File: src/rtl/demod_ber.sv
// demod_ber: PRBS7 (x^7+x^6+1) bit-error-rate checker with SEARCH/VERIFY/LOCKED acquisition.
// Optional loss-of-lock window detector enabled by `define DEMOD_BER_LOSS_DETECT_EN.
module demod_ber #(
  parameter int unsigned LOCK_LEN = 16,
  parameter int unsigned WIN_LEN  = 128,
  parameter int unsigned LOSS_THR = 16,
  parameter int unsigned CNT_W    = 16
) (
  input  logic             clk_signal,
  input  logic             rst_n,
  input  logic             signal,
  input  logic             clear,
  output logic             locked,
  output logic [1:0]       state,
  output logic [CNT_W-1:0] bit_cnt,
  output logic [CNT_W-1:0] err_cnt,
  output logic             err_flag
);

  localparam int unsigned MATCH_W = $clog2(LOCK_LEN + 1);

  typedef enum logic [1:0] {
    SEARCH = 2'd0,
    VERIFY = 2'd1,
    LOCKED = 2'd2
  } state_t;

  state_t             r_state;
  state_t             w_state_nxt;
  logic [6:0]         r_lfsr;
  logic [6:0]         w_lfsr_nxt;
  logic [2:0]         r_fill;
  logic [2:0]         w_fill_nxt;
  logic [MATCH_W-1:0] r_match;
  logic [MATCH_W-1:0] w_match_nxt;
  logic [CNT_W-1:0]   r_bit_cnt;
  logic [CNT_W-1:0]   r_err_cnt;
  logic               r_err_flag;
  logic               r_locked;
  logic               w_pred;
  logic               w_err;
  logic               w_in_lock;
  logic               w_loss;

  // Window and threshold values only shape logic in the loss-detect build; degenerate values elaborate nothing here.
  if (WIN_LEN == 0 || LOSS_THR == 0 || LOCK_LEN == 0) begin : g_bad_cfg
  end

  assign w_pred    = r_lfsr[6] ^ r_lfsr[5];
  assign w_err     = signal ^ w_pred;
  assign w_in_lock = (r_state == LOCKED);

`ifdef DEMOD_BER_LOSS_DETECT_EN
  localparam int unsigned WIN_W = $clog2(WIN_LEN + 1);
  localparam int unsigned THR_W = $clog2(LOSS_THR + 1);

  logic [WIN_W-1:0] r_win_cnt;
  logic [THR_W-1:0] r_win_err;
  logic [THR_W-1:0] w_win_err_sum;

  // Window error count stays below LOSS_THR, so the sum never overflows THR_W.
  assign w_win_err_sum = r_win_err + THR_W'(w_err);
  assign w_loss        = w_in_lock && (w_win_err_sum >= THR_W'(LOSS_THR));

  // Window bookkeeping: the last bit of a window is judged before the window restarts.
  always_ff @(posedge clk_signal) begin
    if (!rst_n || clear || w_loss || !w_in_lock) begin
      r_win_cnt <= '0;
      r_win_err <= '0;
    end else if (r_win_cnt == WIN_W'(WIN_LEN - 1)) begin
      r_win_cnt <= '0;
      r_win_err <= '0;
    end else begin
      r_win_cnt <= r_win_cnt + WIN_W'(1);
      r_win_err <= w_win_err_sum;
    end
  end
`else
  assign w_loss = 1'b0;
`endif

  // Acquisition FSM next-state: fill from the line in SEARCH, free-run the generator afterwards.
  always_comb begin
    w_state_nxt = r_state;
    w_lfsr_nxt  = r_lfsr;
    w_fill_nxt  = r_fill;
    w_match_nxt = r_match;
    case (r_state)
      SEARCH: begin
        w_lfsr_nxt = {r_lfsr[5:0], signal};
        if (r_fill == 3'd6) begin
          w_fill_nxt  = '0;
          w_match_nxt = '0;
          if (w_lfsr_nxt != 7'd0) begin
            w_state_nxt = VERIFY;
          end
        end else begin
          w_fill_nxt = r_fill + 3'd1;
        end
      end
      VERIFY: begin
        w_lfsr_nxt = {r_lfsr[5:0], w_pred};
        if (w_err) begin
          w_state_nxt = SEARCH;
          w_fill_nxt  = '0;
          w_match_nxt = '0;
        end else if (r_match == MATCH_W'(LOCK_LEN - 1)) begin
          w_state_nxt = LOCKED;
          w_match_nxt = '0;
        end else begin
          w_match_nxt = r_match + MATCH_W'(1);
        end
      end
      LOCKED: begin
        w_lfsr_nxt = {r_lfsr[5:0], w_pred};
        if (w_loss) begin
          w_state_nxt = SEARCH;
          w_fill_nxt  = '0;
          w_match_nxt = '0;
        end
      end
      default: begin
        w_state_nxt = SEARCH;
        w_fill_nxt  = '0;
        w_match_nxt = '0;
      end
    endcase
  end

  // FSM and generator state registers.
  always_ff @(posedge clk_signal) begin
    if (!rst_n) begin
      r_state  <= SEARCH;
      r_lfsr   <= '0;
      r_fill   <= '0;
      r_match  <= '0;
      r_locked <= 1'b0;
    end else begin
      r_state  <= w_state_nxt;
      r_lfsr   <= w_lfsr_nxt;
      r_fill   <= w_fill_nxt;
      r_match  <= w_match_nxt;
      r_locked <= (w_state_nxt == LOCKED);
    end
  end

  // Saturating BER counters; clear wins over a same-cycle increment but not over the error pulse.
  always_ff @(posedge clk_signal) begin
    if (!rst_n) begin
      r_bit_cnt  <= '0;
      r_err_cnt  <= '0;
      r_err_flag <= 1'b0;
    end else begin
      r_err_flag <= w_in_lock && w_err;
      if (clear) begin
        r_bit_cnt <= '0;
        r_err_cnt <= '0;
      end else if (w_in_lock) begin
        if (r_bit_cnt != {CNT_W{1'b1}}) begin
          r_bit_cnt <= r_bit_cnt + CNT_W'(1);
        end
        if (w_err && (r_err_cnt != {CNT_W{1'b1}})) begin
          r_err_cnt <= r_err_cnt + CNT_W'(1);
        end
      end
    end
  end

  assign locked   = r_locked;
  assign state    = r_state;
  assign bit_cnt  = r_bit_cnt;
  assign err_cnt  = r_err_cnt;
  assign err_flag = r_err_flag;

endmodule

File: config.mk
export PLATFORM = sky130hd
export DESIGN_NAME = demod_ber
export DESIGN_NICKNAME = d
export VERILOG_FILES = /design/src/rtl/demod_ber.sv
export SDC_FILE = /design/constraint.sdc
export NUM_CORES = 1
export LEC_CHECK = 0
export ABC_CLOCK_PERIOD_IN_PS = 2300
export CELL_PAD_IN_SITES_DETAIL_PLACEMENT = 1
export CELL_PAD_IN_SITES_GLOBAL_PLACEMENT = 2
export CORE_AREA = 2 2 94 96
export CTS_CLUSTER_DIAMETER = 120
export DETAILED_ROUTE_END_ITERATION = 10
export DIE_AREA = 0 0 96 98
export GPL_TIMING_DRIVEN = 0
export PLACE_DENSITY = 0.81
export REMOVE_ABC_BUFFERS = 1
export SYNTH_ARGS = -nofsm -noshare
export SYNTH_HDL_FRONTEND = slang
export SYNTH_SLANG_ARGS = --single-unit
File: constraint.sdc
create_clock -name clk_signal -period 2.3 [get_ports clk_signal]
set_clock_uncertainty 0.2 [all_clocks]
set_input_delay 0.345 -clock clk_signal [delete_from_list [all_inputs] [get_ports clk_signal]]
set_output_delay 0.345 -clock clk_signal [all_outputs]
set_load 0.02 [all_outputs]
After elaboration in Yosys (flattened, before gate mapping)
Index checks and enable logic that the tools add are counted.
Storage, ports and cells
  input bits: 4
  flip-flop bits (word level): 51
  output and inout bits: 36
Cells by class
  muxes and demuxes: 13
  bitwise gates (word level): 4
  reduce and logical (&&, ||, !) cells: 11
  eq/ne operators: 9
  $add $sub $neg: 4
Operator list (number)
  $add 16x1->16 const B: 2
  $ne 16x16->1 const B: 2
  $mux 5: 3
  $pmux 5 s3: 1
  $pmux 7 s2: 1
  $pmux 3 s3: 1
  $mux 2: 4
  $reduce_and 2->1: 4
  $reduce_bool 7->1: 1
  $mux 3: 2
  $pmux 2 s3: 1
  $add 5x1->5 const B: 1
  $eq 5x4->1 const B: 1
  $eq 2x2->1 const B: 2
  $ne 2x2->1 const B: 2
  $reduce_or 2->1: 2
  $add 3x1->3 const B: 1
  $eq 3x3->1 const B: 1
  $eq 2x1->1 const B: 1
  $logic_and 1x1->1: 2
  $logic_not 2->1: 1
  $not 1->1: 2
  $reduce_bool 2->1: 1
  $xor 1x1->1: 2

Depth between registers and ports, before layout
  depth after elaboration: 5
  depth in mapped cells: 7
  gate-level depth less buffers: 6

Worst setup path after synthesis
No wires, ideal clock.
  kind: flip-flop to flip-flop
  start: register r_state[1] (netlist: state[1])
  end: register r_err_cnt[11] (netlist: err_cnt[11])
  cell stages (with the launch flop): 6
  arrival time: 1.884 ns
  setup slack: 0.145 ns
  path buffers: 1
  required time: 2.030 ns
  cells stage by stage: dfxtp_1 > ha_1 > clkbuf_1 > nand4_2 > or4_1 > a21oi_1
Between the ends
  longest elaborated chain between the ends: 2
Ends and longest elaborated chain
  start, declared: line 28  | state_t r_state;
  start signal, assigned: line 139  | r_state <= w_state_nxt;
  $eq 2x2->1: line 51  | assign w_in_lock = (r_state == LOCKED);
  $reduce_and 2->1 (no source line)
  end signal, assigned: line 163  | r_err_cnt <= r_err_cnt + CNT_W'(1);
  end, declared: line 37  | logic [CNT_W-1:0] r_err_cnt;
No other way between the ends.
A chain may end at the register's enable or synchronous reset.

Worst setup path after layout
  start: register r_state[0] (netlist: state[0])
  end: register r_bit_cnt[13] (netlist: bit_cnt[13])
Between the ends
  longest elaborated chain between the ends: 2
Ends and longest elaborated chain
  $eq 2x2->1: line 51
  $reduce_and 2->1 (no source line)
  end signal, assigned: line 160  | r_bit_cnt <= r_bit_cnt + CNT_W'(1);
  end, declared: line 36  | logic [CNT_W-1:0] r_bit_cnt;
No other way between the ends.

==> out/summary.md <==
The flow ran to the end, and the final reports show no timing, DRC or antenna violations. Net switching is 22.1% of the power. Registers are responsible for 55.1% of the overall power. For the worst IR drop on VDD, the log shows 0.239 mV. In the final layout, the multi-input gates occupy 1590 sq um. Cells fill 39.3% of the core in the end. For the initial core utilization, the log shows 31.0%. The first global-routing pass estimated 11,900 microns of wire.

In this run, the clock network consumes 40.0% of the power. Yosys mapped a number of flops with a built-in enable equal to 0. At the worst endpoint, the required time is 2330 ps. The maximum fanout count along the critical path is 14, and the total of hold buffers inserted after clock tree synthesis is 0. The die covers 9410 sq um. The tools report the count of boundary I/O pins as 40.

The logs give 305 for the count of mapped cells out of synthesis and 4 for the detailed-router iteration count before antenna repair. The tools report the pin count of the biggest net entering global routing as 29. The tools report the sequential area share after synthesis as 38.9%. The critical path is of the reg -> reg type.

After global routing the overflow that remains totals 0. The core region is 8470 sq um. In this run, synthesis produced a sequential element count of 51. At the worst endpoint, the arrival time is 2190 ps.

The via count of the first global-routing pass was 2,479; the number of failing setup endpoints in the final timing report was 0. The detailed router finished its first iteration with 99 violations. Total number of vias: 2,481. The worst setup path is captured at a flop. The repair_antennas step left the layout with diodes totalling 0. The synthesized area divided by synthesized cell count was 8.59 sq um; the ratio of cells with drive above 1 in the final layout was 9.57%.

The total number of placement rows was 34; the ratio of total power to cell area was 493 nW/um^2. Global routing used 15.5% of the available tracks across all layers. Clock-pin slew was measured on the worst setup and hold paths at 100 ps.

The headroom to the max-slew limit is 50.2%, and the overall die width is 96 microns. The slack of the critical path was 145 ps. Prior to clock tree synthesis, the placed netlist has a worst setup slack of -682 ps. Derived from the worst setup path, the maximum achievable clock frequency is 0.464 GHz. Final hold violation count: 0. The most common library cell in the layout ignoring fill and taps is sky130_fd_sc_hd__dfxtp_1. The area added between synthesis and finish works out to 27.0%. The primary flip-flop cell chosen by synthesis mapping was sky130_fd_sc_hd__dfxtp_1. For this run, asynchronously set or reset flops after synthesis account for 0%. At the end of routability-driven placement, the weighted congestion stood at 0.781. Logic depth of the worst register-to-register path: 6. The post-synthesis instance area came out at 2620 sq um.

The sequential cell area in the final layout was 1020 sq um. The share of total power dissipated in combinational logic is 4.9%. The internal portion of total power came out at 1.28 mW. The average wire per standard cell came out at 15.3 microns. Count of max-cap constraint violations: 0. The H-tree was split into 2 levels. The number of port buffers is 39, and the portion of the clock cycle consumed by the worst path in the final layout is 93.7%.

The worst hold path belongs to the class reg -> reg. The worst hold path passes through 2 cells. The count of clock tree sinks is 51. The total net switching power is 363 uW, and the final net count is 355. After detailed routing, the number of remaining DRC violations is 0.

Final max-slew violation count: 0. The smallest hold slack came out at 247 ps. The initial antenna violation count came out at 0.

In this run the deepest clock path goes through 2 buffers. In this run the remaining antenna-violating nets after routing total 0. At the later pin of the worst-skew pair, clock insertion delay measures 310 ps. The tools report the HPWL reported at the end of detailed placement as 4930 microns. Wires add up to 6920 microns. For the pin with the worst max-slew slack, the measured transition is 745 ps. TritonCTS built the clock tree. The minimum clock period after layout was 2160 ps.

The filler cells instantiated in the layout total 964. The top cell types in the final layout, fill and taps aside, are 48 x sky130_fd_sc_hd__dfxtp_1, 39 x sky130_fd_sc_hd__clkdlybuf4s50_1, 30 x sky130_fd_sc_hd__a21oi_1. During synthesis, Yosys emitted a total of 0 warnings.

The unique cell type count in the Yosys netlist is 47. The analysis attributes to cell leakage a power of 1.08 nW. The tools report the CTS root buffer as sky130_fd_sc_hd__clkbuf_8. TritonCTS created 5 clock buffers. Using the TritonRoute via totals, the vias-per-cell ratio works out to 5.48. The worst setup path is launched from a flop. The height of the chip was 98 microns.
==> power by group through the flow <==
stage | registers [mW] | clock network [mW] | logic, mW
2_1_floorplan | 0.922 | 0 | 0.0504
3_3_place_gp | 0.922 | 0 | 0.0778
3_5_place_dp | 0.923 | 0 | 0.0791
4_1_cts | 0.903 | 0.689 | 0.0813
5_1_grt | 0.905 | 0.723 | 0.0918
6_report | 0.903 | 0.656 | 0.0804
==> critical path, cell delays in order, from the launching register on <==
cell and delay (ps):
sky130_fd_sc_hd__dfxtp_1 370, sky130_fd_sc_hd__inv_1 140, sky130_fd_sc_hd__ha_4 270, sky130_fd_sc_hd__and4_1 280, sky130_fd_sc_hd__nand4_1 200, sky130_fd_sc_hd__or4_1 450, sky130_fd_sc_hd__a21oi_1 160
==> metal layers <==
metal  share of wire [%]  track usage (%)  vias to the layer above
met4                 1.6             4.73                        0
met3                 3.5             3.86                       10
li1                    -                -                     1236
met1                  48             20.9                     1200
met2                  47             24.4                       35
met5                   0                0                        -
==> cells by family (layout without fill, tap and decap cells) <==
| group | count (synthesis) | count (layout) | synth area share (%) |
|---|---|---|---|
| multiplexers | 15 | 15 | 5.73 |
| flip-flops | 51 | 51 | 38.9 |
| XOR/XNOR | 3 | 3 | 2.15 |
| buffers and inverters | 22 | 62 | 3.20 |
| AO/OA/AOI/OAI | 77 | 77 | 18.8 |
| adder cells (fa/ha/maj) | 7 | 7 | 3.34 |
| AND/OR/NAND/NOR | 130 | 130 | 27.8 |
==> stage by stage <==
step           cells  power [mW]  TNS (ps)  cell area [sq um]
6_report         453        1.64         0               3330
5_1_grt          453        1.72     -5.04               3330
4_1_cts          449        1.67         0               3260
3_5_place_dp     441        1.00     -8220               3110
3_3_place_gp     440        1.00    -11230               3100
2_1_floorplan    293       0.973     -1180               2570
==> worst paths after layout <==
path	from	to	slack, ps
max	state[0]	bit_cnt[13]	140
min	r_match[4]	r_match[4]	250
max reg2reg	state[0]	bit_cnt[13]	140
min reg2reg	r_match[4]	r_match[4]	250
==> layout make-up <==
class	instances	area share, %
Clock buffer	6	2.48
Clock inverter	2	1.05
Inverter	10	1.13
Multi-Input combinational cell	232	47.7
Sequential cell	51	30.8
Tap cell	108	4.06
Timing Repair Buffer	44	12.9
==> cells in the mapped netlist (7+ instances only) <==
cell	number	area (sq um)
sky130_fd_sc_hd__a21oi_1	30	150
sky130_fd_sc_hd__and3_1	7	43.8
sky130_fd_sc_hd__clkbuf_1	9	33.8
sky130_fd_sc_hd__dfxtp_1	51	1020
sky130_fd_sc_hd__ha_1	7	87.6
sky130_fd_sc_hd__inv_1	10	37.5
sky130_fd_sc_hd__mux2i_1	15	150
sky130_fd_sc_hd__nand2_1	27	101
sky130_fd_sc_hd__nand3_1	17	85.1
sky130_fd_sc_hd__nand4_1	10	62.6
sky130_fd_sc_hd__nor2_1	17	63.8
sky130_fd_sc_hd__o21ai_1	9	45.0
sky130_fd_sc_hd__o31ai_1	12	90.1
sky130_fd_sc_hd__or4_1	15	113
==> timing repair <==
| action | 4_1_cts | 5_1_grt |
|---|---|---|
| pin swaps | 0 | 3 |
| setup endpoints to repair | 25 | 20 |
| buffers inserted | 0 | 4 |
| gates resized for setup | 7 | 7 |
==> sequential cells by signal, indices dropped and copies added, names as in the netlist <==
signal,flops
err_cnt,16
bit_cnt,16
err_flag,1
r_fill,3
r_match,5
r_lfsr,7
locked,1
state,2
Note: power is estimated with default switching activity, not from simulation.
